File: config.mk
export PLATFORM = sky130hd
export DESIGN_NAME = serial_shift_driver
export DESIGN_NICKNAME = d
export VERILOG_FILES = /design/src/rtl/serial_shift_driver.sv
export SDC_FILE = /design/constraint.sdc
export NUM_CORES = 1
export LEC_CHECK = 0
export BUFFER_PORTS_ARGS = -buffer_cell sky130_fd_sc_hd__buf_4
export CAP_MARGIN = 20
export CORE_ASPECT_RATIO = 1.75
export CORE_MARGIN = 5
export CORE_UTILIZATION = 61
export DETAILED_ROUTE_END_ITERATION = 8
export PLACE_DENSITY = 0.9
export RECOVER_POWER = 50
export SETUP_SLACK_MARGIN = 0.1
export SYNTH_ARGS = -nofsm -noshare
export SYNTH_HDL_FRONTEND = slang
export SYNTH_SLANG_ARGS = --single-unit
File: constraint.sdc
create_clock -name clk -period 7.1 [get_ports clk]
set_clock_uncertainty 0.1 [all_clocks]
set_input_delay 1.42 -clock clk [delete_from_list [all_inputs] [get_ports clk]]
set_output_delay 1.42 -clock clk [all_outputs]
set_load 0.02 [all_outputs]
File: src/rtl/serial_shift_driver.sv
// Serial shift-out engine for 74HC595-style chains: clear, shift WIDTH bits on a divided
// sclk, latch via pen, then signal done. Supports one pending request and auto-refresh.
module serial_shift_driver #(
  parameter int WIDTH        = 16,
  parameter int DIV          = 4,
  parameter int LSB_FIRST    = 0,
  parameter int AUTO_REFRESH = 1,
  parameter int REFRESH_GAP  = 256
) (
  input  logic             clk,
  input  logic             rst,
  input  logic [WIDTH-1:0] pdata,
  input  logic             load,
  output logic             ready,
  output logic             done,
  output logic             sclk,
  output logic             sdo,
  output logic             pen,
  output logic             clr_n
);

  localparam int CW = $clog2(2 * DIV);
  localparam int BW = (WIDTH > 1) ? $clog2(WIDTH) : 1;
  localparam int GW = (REFRESH_GAP > 1) ? $clog2(REFRESH_GAP) : 1;

  localparam logic [CW-1:0] CNT_LAST = CW'(2 * DIV - 1);
  localparam logic [CW-1:0] CNT_HIGH = CW'(DIV);
  localparam logic [BW-1:0] BIT_LAST = BW'(WIDTH - 1);
  localparam logic [GW-1:0] GAP_LAST = GW'(REFRESH_GAP - 1);

  typedef enum logic [1:0] {ST_CLEAR, ST_IDLE, ST_SHIFT, ST_LATCH} state_t;

  state_t           state_reg, state_next;
  logic [CW-1:0]    cnt_reg, cnt_next;
  logic [BW-1:0]    bit_reg, bit_next;
  logic [GW-1:0]    idle_reg, idle_next;
  logic [WIDTH-1:0] shadow_reg, shadow_next;
  logic             pending_reg, pending_next;
  logic             sclk_reg, sdo_reg, pen_reg, clr_n_reg, ready_reg, done_reg;
  logic             sclk_next, sdo_next, pen_next, clr_n_next, ready_next, done_next;
  logic             phase_end, refresh_fire, start;
  logic [WIDTH-1:0] pdata_ord;
  logic [WIDTH-1:0] shadow_shifted;

  // The shadow is stored in transmit order so bit k of the frame is always shadow[k].
  for (genvar gi = 0; gi < WIDTH; gi++) begin : g_order
    assign pdata_ord[gi] = (LSB_FIRST != 0) ? pdata[gi] : pdata[WIDTH-1-gi];
  end

  // The done cycle itself is not an idle cycle, so the refresh gap is measured after it.
  assign refresh_fire = (AUTO_REFRESH != 0) && !done_reg && (idle_reg == GAP_LAST);
  assign start        = load || pending_reg || refresh_fire;
  assign phase_end    = (cnt_reg == CNT_LAST);

  always_ff @(posedge clk) begin
    if (rst) begin
      state_reg   <= ST_CLEAR;
      cnt_reg     <= '0;
      bit_reg     <= '0;
      idle_reg    <= '0;
      shadow_reg  <= '0;
      pending_reg <= 1'b0;
      sclk_reg    <= 1'b0;
      sdo_reg     <= 1'b0;
      pen_reg     <= 1'b0;
      clr_n_reg   <= 1'b0;
      ready_reg   <= 1'b0;
      done_reg    <= 1'b0;
    end else begin
      state_reg   <= state_next;
      cnt_reg     <= cnt_next;
      bit_reg     <= bit_next;
      idle_reg    <= idle_next;
      shadow_reg  <= shadow_next;
      pending_reg <= pending_next;
      sclk_reg    <= sclk_next;
      sdo_reg     <= sdo_next;
      pen_reg     <= pen_next;
      clr_n_reg   <= clr_n_next;
      ready_reg   <= ready_next;
      done_reg    <= done_next;
    end
  end

  always_comb begin
    state_next   = state_reg;
    cnt_next     = cnt_reg;
    bit_next     = bit_reg;
    idle_next    = '0;
    shadow_next  = shadow_reg;
    pending_next = pending_reg;
    case (state_reg)
      ST_CLEAR: begin
        pending_next = pending_reg || load;
        if (phase_end) begin
          state_next = ST_IDLE;
          cnt_next   = '0;
        end else begin
          cnt_next = cnt_reg + CW'(1);
        end
      end
      ST_IDLE: begin
        if (start) begin
          state_next   = ST_SHIFT;
          cnt_next     = '0;
          bit_next     = '0;
          shadow_next  = pdata_ord;
          pending_next = 1'b0;
        end else if (!done_reg) begin
          idle_next = idle_reg + GW'(1);
        end
      end
      ST_SHIFT: begin
        pending_next = pending_reg || load;
        if (phase_end) begin
          cnt_next = '0;
          if (bit_reg == BIT_LAST) begin
            state_next = ST_LATCH;
            bit_next   = '0;
          end else begin
            bit_next = bit_reg + BW'(1);
          end
        end else begin
          cnt_next = cnt_reg + CW'(1);
        end
      end
      default: begin
        pending_next = pending_reg || load;
        if (phase_end) begin
          state_next = ST_IDLE;
          cnt_next   = '0;
        end else begin
          cnt_next = cnt_reg + CW'(1);
        end
      end
    endcase
  end

  // Outputs are decoded from the next-state values so the registered pins line up with the state.
  always_comb begin
    shadow_shifted = shadow_next >> bit_next;
    sclk_next      = (state_next == ST_SHIFT) && (cnt_next >= CNT_HIGH);
    sdo_next       = (state_next == ST_SHIFT) && shadow_shifted[0];
    pen_next       = (state_next == ST_LATCH);
    clr_n_next     = (state_next != ST_CLEAR);
    ready_next     = (state_next == ST_IDLE) && !pending_next;
    done_next      = (state_reg == ST_LATCH) && (state_next == ST_IDLE);
  end

  assign sclk  = sclk_reg;
  assign sdo   = sdo_reg;
  assign pen   = pen_reg;
  assign clr_n = clr_n_reg;
  assign ready = ready_reg;
  assign done  = done_reg;

endmodule

Word level (Yosys, flattened, before mapping)
Cells that the tools add are included.

Flip-flop bits (word level): 40. Output and inout port bits: 6. Logic and storage cells: 54.

Add/subtract/negate cells: 3. $lt $le $gt $ge: 1. Equal/unequal tests: 9. Shift-type cells: 1. Mux-type cells: 16. Bitwise logic cells: 1. Reductions and logical operators: 11.

Operators with widths (count): 2-to-1 mux 16 bit (2); right shift 16 x 4 -> 1 bit (1); 2-to-1 mux 4 bit (3); 2-to-1 mux 3 bit (3); adder 8 x 1 -> 8 bit (second input constant) (1); == test 2 bit (second input constant) (4); == test 8 bit (second input constant) (1); 2-to-1 mux 2 bit (4); one-hot mux 4 bit (2 select lines) (1); logical AND 1 bit (5); adder 4 x 1 -> 4 bit (second input constant) (1); == test 2 x 1 -> 1 bit (second input constant) (2); == test 4 bit (second input constant) (1); one-hot mux 2 bit (2 select lines) (1); OR reduction 4 bit (1); adder 3 x 1 -> 3 bit (second input constant) (1); == test 3 bit (second input constant) (1); >= comparator 3 bit (second input constant) (1); zero test 1 bit (2); logical OR 1 bit (2); 2-to-1 mux 1 bit (2); nonzero test 2 bit (1); NOT 1 bit (1).

Depth between registers and ports, before layout
Depth after elaboration: 7. Mapped depth: 11.

Least setup slack after synthesis
OpenSTA, ideal clock, no wires.

Kind: input port to flip-flop. From: in load. To: reg sdo_reg, in the netlist sdo. Library setup time: 0.123 ns. Arrival: 2.864 ns. Required time: 6.877 ns. Slack: 4.012 ns. Stages: 8. Path buffers: 1. Cells stage by stage: nor2_4 > o21ai_1 > and2_1 > buf_2 > mux4_2 > or3b_1 > o311ai_1 > o2bb2ai_1.

Cells in the longest elaborated chain, start to end: 6. Elaborated cells between the ends (all ways): 11. Those cells by class: eq/ne (1); shift (1); mux (6); reduce/logical (3).

RTL lines: start, declared (line 13) `input logic load,`; logical OR 1 bit * (2 in a row) (line 52) `assign start = load || pending_reg || refresh_fire;`; 2-to-1 mux 4 bit, or another cell as far along (line 103) `if (start) begin`; one-hot mux 4 bit (2 select lines), or another cell as far along (line 92) `case (state_reg)`; right shift 16 x 4 -> 1 bit or == test 2 bit (tied branches) (line 141, 143); logical AND 1 bit * (line 143) `sdo_next = (state_next == ST_SHIFT) && shadow_shifted[0];`; end signal, assigned (line 77) `sdo_reg <= sdo_next;`; end, declared (line 39) `logic sclk_reg, sdo_reg, pen_reg, clr_n_reg, ready_reg, done_reg;`.

Every way passes the cells marked *; elsewhere a longest branch is shown, timed or not. A chain may end at the register's enable or synchronous reset.

Final worst setup path
Ends and elaborated chain as after synthesis.

==> impl_metrics.tcl <==
set metrics [dict create \
    status "complete, but fails checks" \
    violations "capacitance limit, slew limit" \
    synth_seq_area_share_pct 40.2 \
    worst_slew_pin_slew_ns 1.85 \
    initial_core_util_pct 63.4 \
    cts_buffer_depth 2 \
    slew_viol_final 13 \
    synth_edf_count 0 \
    clkTransAtPathRegs_ns 0.08 \
    powerDensity_nw_per_um2 180 \
    min_period_over_period_pct 58.7 \
    hold_ws_ns 0.360 \
    core_area_um2 3140 \
    drtAntennaViolNets 0 \
    hold_class "reg2reg" \
    root_buffer "clkbuf_8" \
    crit_slowest_cell "a221oi_1" \
    ys_seq_elements 40 \
    grtUsageMet3_pct 3.65 \
    ff_latch_area_um2 801 \
    leakage_nw 0.845 \
    grt_antenna_before_repair 0 \
    ctsResizeCount 0 \
    grt_pass1_vias 1690 \
    cap_violations 1 \
    syn_area_um2 1990 \
    endpoint_kind "flop" \
    grt_pass1_wl_um 6930 \
    cp_data_required_time_ns 7.18 \
    grtUsageMet1_pct 18.3 \
    placedCellCount 278 \
    cts_tree "yes" \
    area_growth_pct 9.74 \
    drtIter0Drc 36 \
    multi_input_area_um2 1070 \
    post_cts_buffers 0 \
    num_rows 27 \
    fin_nets 268 \
    critPathBufInv 1 \
    dr.pass1.iters 4 \
    grt-ovfl-total 0 \
    final_area_um2 2180 \
    antennaDiodeCount 0 \
    setup_tns_ns 0 \
    finalHoldViolCount 0 \
    hpwlAfterDp_um 3010 \
    fin_crit_ns 4.17 \
    num_vias 1680 \
    rsz0062_at_grt "no" \
    vdd_drop_max_mv 0.181 \
    pwr-share-comb_pct 5.9 \
    p_sw_w 0.0000890 \
    wl_um 4130 \
    path_max_fanout 12 \
    synth_cell_types 42 \
    setup_violations 0 \
    cts_made_buffers 5 \
    drc 0 \
    crit_path_start_kind "input port" \
    path_class "in2reg" \
    grt_usage_pct 20.5 \
    p_seq_share_pct 58.1 \
    largest_reg_flops 16 \
    grt.busiest_layer "met2" \
    fmax_mhz 240 \
    layout-drive-gt1-share_pct 13.2 \
    gp_congestion 0.875 \
    syn-num-nets 251 \
    swShare_pct 22.6 \
    finalNonFillerCells 285 \
    place_area_um2 2150 \
    intPower_w 0.000304 \
    die_w_um 53.2 \
    ys.flop_type "dfxtp_1" \
    crit_family "compound AO/OA/AOI/OAI gates" \
    worstPathCellList "buf_4 > nor2_4 > o21a_1 > a221oi_1 > mux4_2 > or3b_1 > o311ai_1 > o2bb2ai_1" \
    synth_cells 225 \
    avgSynthCellArea_um2 8.85 \
    ioPinCount 25 \
    cts.sinks 40 \
    nFillCells 276 \
    wl_per_cell_um 14.5 \
    critPathArrivalTime_ns 4.25 \
    port_buffers 24 \
    clock_latency_ns 0.29 \
    use_met2_pct 39.6 \
    hold_buffers 0 \
    h-tree-depth 2 \
    die_height_um 85.6 \
    p_clk_share_pct 36.1 \
    synthArstFlopShare_pct 0 \
    die_area_um2 4550 \
    cpPeakStageDelay_ns 1.50 \
    grt_max_degree 29 \
    vias_per_cell 5.89 \
    yosys_warnings 0 \
    slew_headroom_pct -23.5 \
]
## synthesized netlist by cell type (2+ instances only)
cell type	instances	area, µm²
ha_1	7	87.6
nand3b_1	2	15.0
inv_1	7	26.3
a221oi_4	2	52.6
xor2_1	2	17.5
a21oi_1	25	125
nand4_1	3	18.8
and2_1	4	25.0
a21boi_0	2	15.0
and3_1	3	18.8
buf_6	2	22.5
o22ai_1	2	12.5
nand2b_1	3	18.8
mux4_2	5	113
nand4b_1	2	17.5
dfxtp_1	40	801
mux2i_1	7	70.1
nand2_1	40	150
nand3_1	5	25.0
o21ai_0	4	20.0
nor3_1	6	30.0
clkbuf_1	8	30.0
nor2_1	19	71.3
xnor2_1	3	26.3
o211a_1	3	30.0
buf_2	2	10.0
a31oi_1	2	12.5
## cells by family (layout without fill, tap and decap cells)
| logic type | count (synthesis) | in the layout | share of synthesized area [%] |
|---|---|---|---|
| and+or+nand+nor | 93 | 93 | 22.4 |
| DFF | 40 | 40 | 40.2 |
| muxes | 12 | 12 | 9.18 |
| AOI/OAI and AO/OA | 47 | 47 | 16.6 |
| buffers and inverters | 21 | 38 | 5.03 |
| adders and majority gates | 7 | 7 | 4.40 |
| xor gates and xnor gates | 5 | 5 | 2.20 |
## cells in the final DEF (no fill, tap or decap), types with 4 or more instances in the layout
cell and count:
a21oi_1 25, and2_1 4, buf_4 17, clkbuf_1 8, clkbuf_8 5, dfxtp_1 40, ha_1 7, inv_1 7
mux2i_1 7, mux4_2 5, nand2_1 40, nand3_1 5, nor2_1 19, nor3_1 6, o21ai_0 4
## area by class of cell
class,instances,share of cell area [%]
inverters,7,1.20
flip-flops and latches,40,36.7
clock buffers,6,3.32
well taps,43,2.46
multi-input cells,164,49.1
clock inverters,1,0.229
repair buffers,24,7.04
## power groups by stage
stage               logic [W]  registers [W]  clock network [W]
global placement    0.0000226       0.000233                  0
detailed placement  0.0000233       0.000233                  0
finish              0.0000231       0.000228           0.000142
CTS                 0.0000236       0.000228           0.000145
global route        0.0000258       0.000228           0.000153
floorplan           0.0000125       0.000233                  0
## tightest hold or removal path, stage by stage (launching register included)
cell and delay [ns]:
dfxtp_1 0.31, nand2_1 0.05, a21oi_1 0.05
## routing by layer
layer  wire (µm)  share of wire (%)  vias up
li1            -                  -      817
met1        1490                 36      807
met2        2340                 57       42
met3         155                3.8       14
met4         147                3.6        0
met5           0                  0        -
## path summary, 6_finish.rpt
check / from / to / slack (ns) / depth (start not counted)
hold reg to reg: shadow_reg[12]$_SDFF_PP0_ / shadow_reg[12]$_SDFF_PP0_ / 0.36 / 2
hold / removal: shadow_reg[12]$_SDFF_PP0_ / shadow_reg[12]$_SDFF_PP0_ / 0.36 / 2
setup / recovery: load / sdo$_SDFF_PP0_ / 2.93 / 8
setup reg to reg: idle_reg[0]$_SDFF_PP0_ / sdo$_SDFF_PP0_ / 3.30 / 8
## stage by stage
stage | total power [W] | utilization (%) | setup WS (ns)
2_1_floorplan | 0.000246 | - | 4.01
3_3_place_gp | 0.000256 | 68.5 | 3.35
3_5_place_dp | 0.000257 | 68.5 | 3.28
4_1_cts | 0.000397 | 70.9 | 3.58
5_1_grt | 0.000407 | 69.5 | 2.72
6_report | 0.000393 | 69.5 | 2.93
Power figures use the tool's default switching activity.
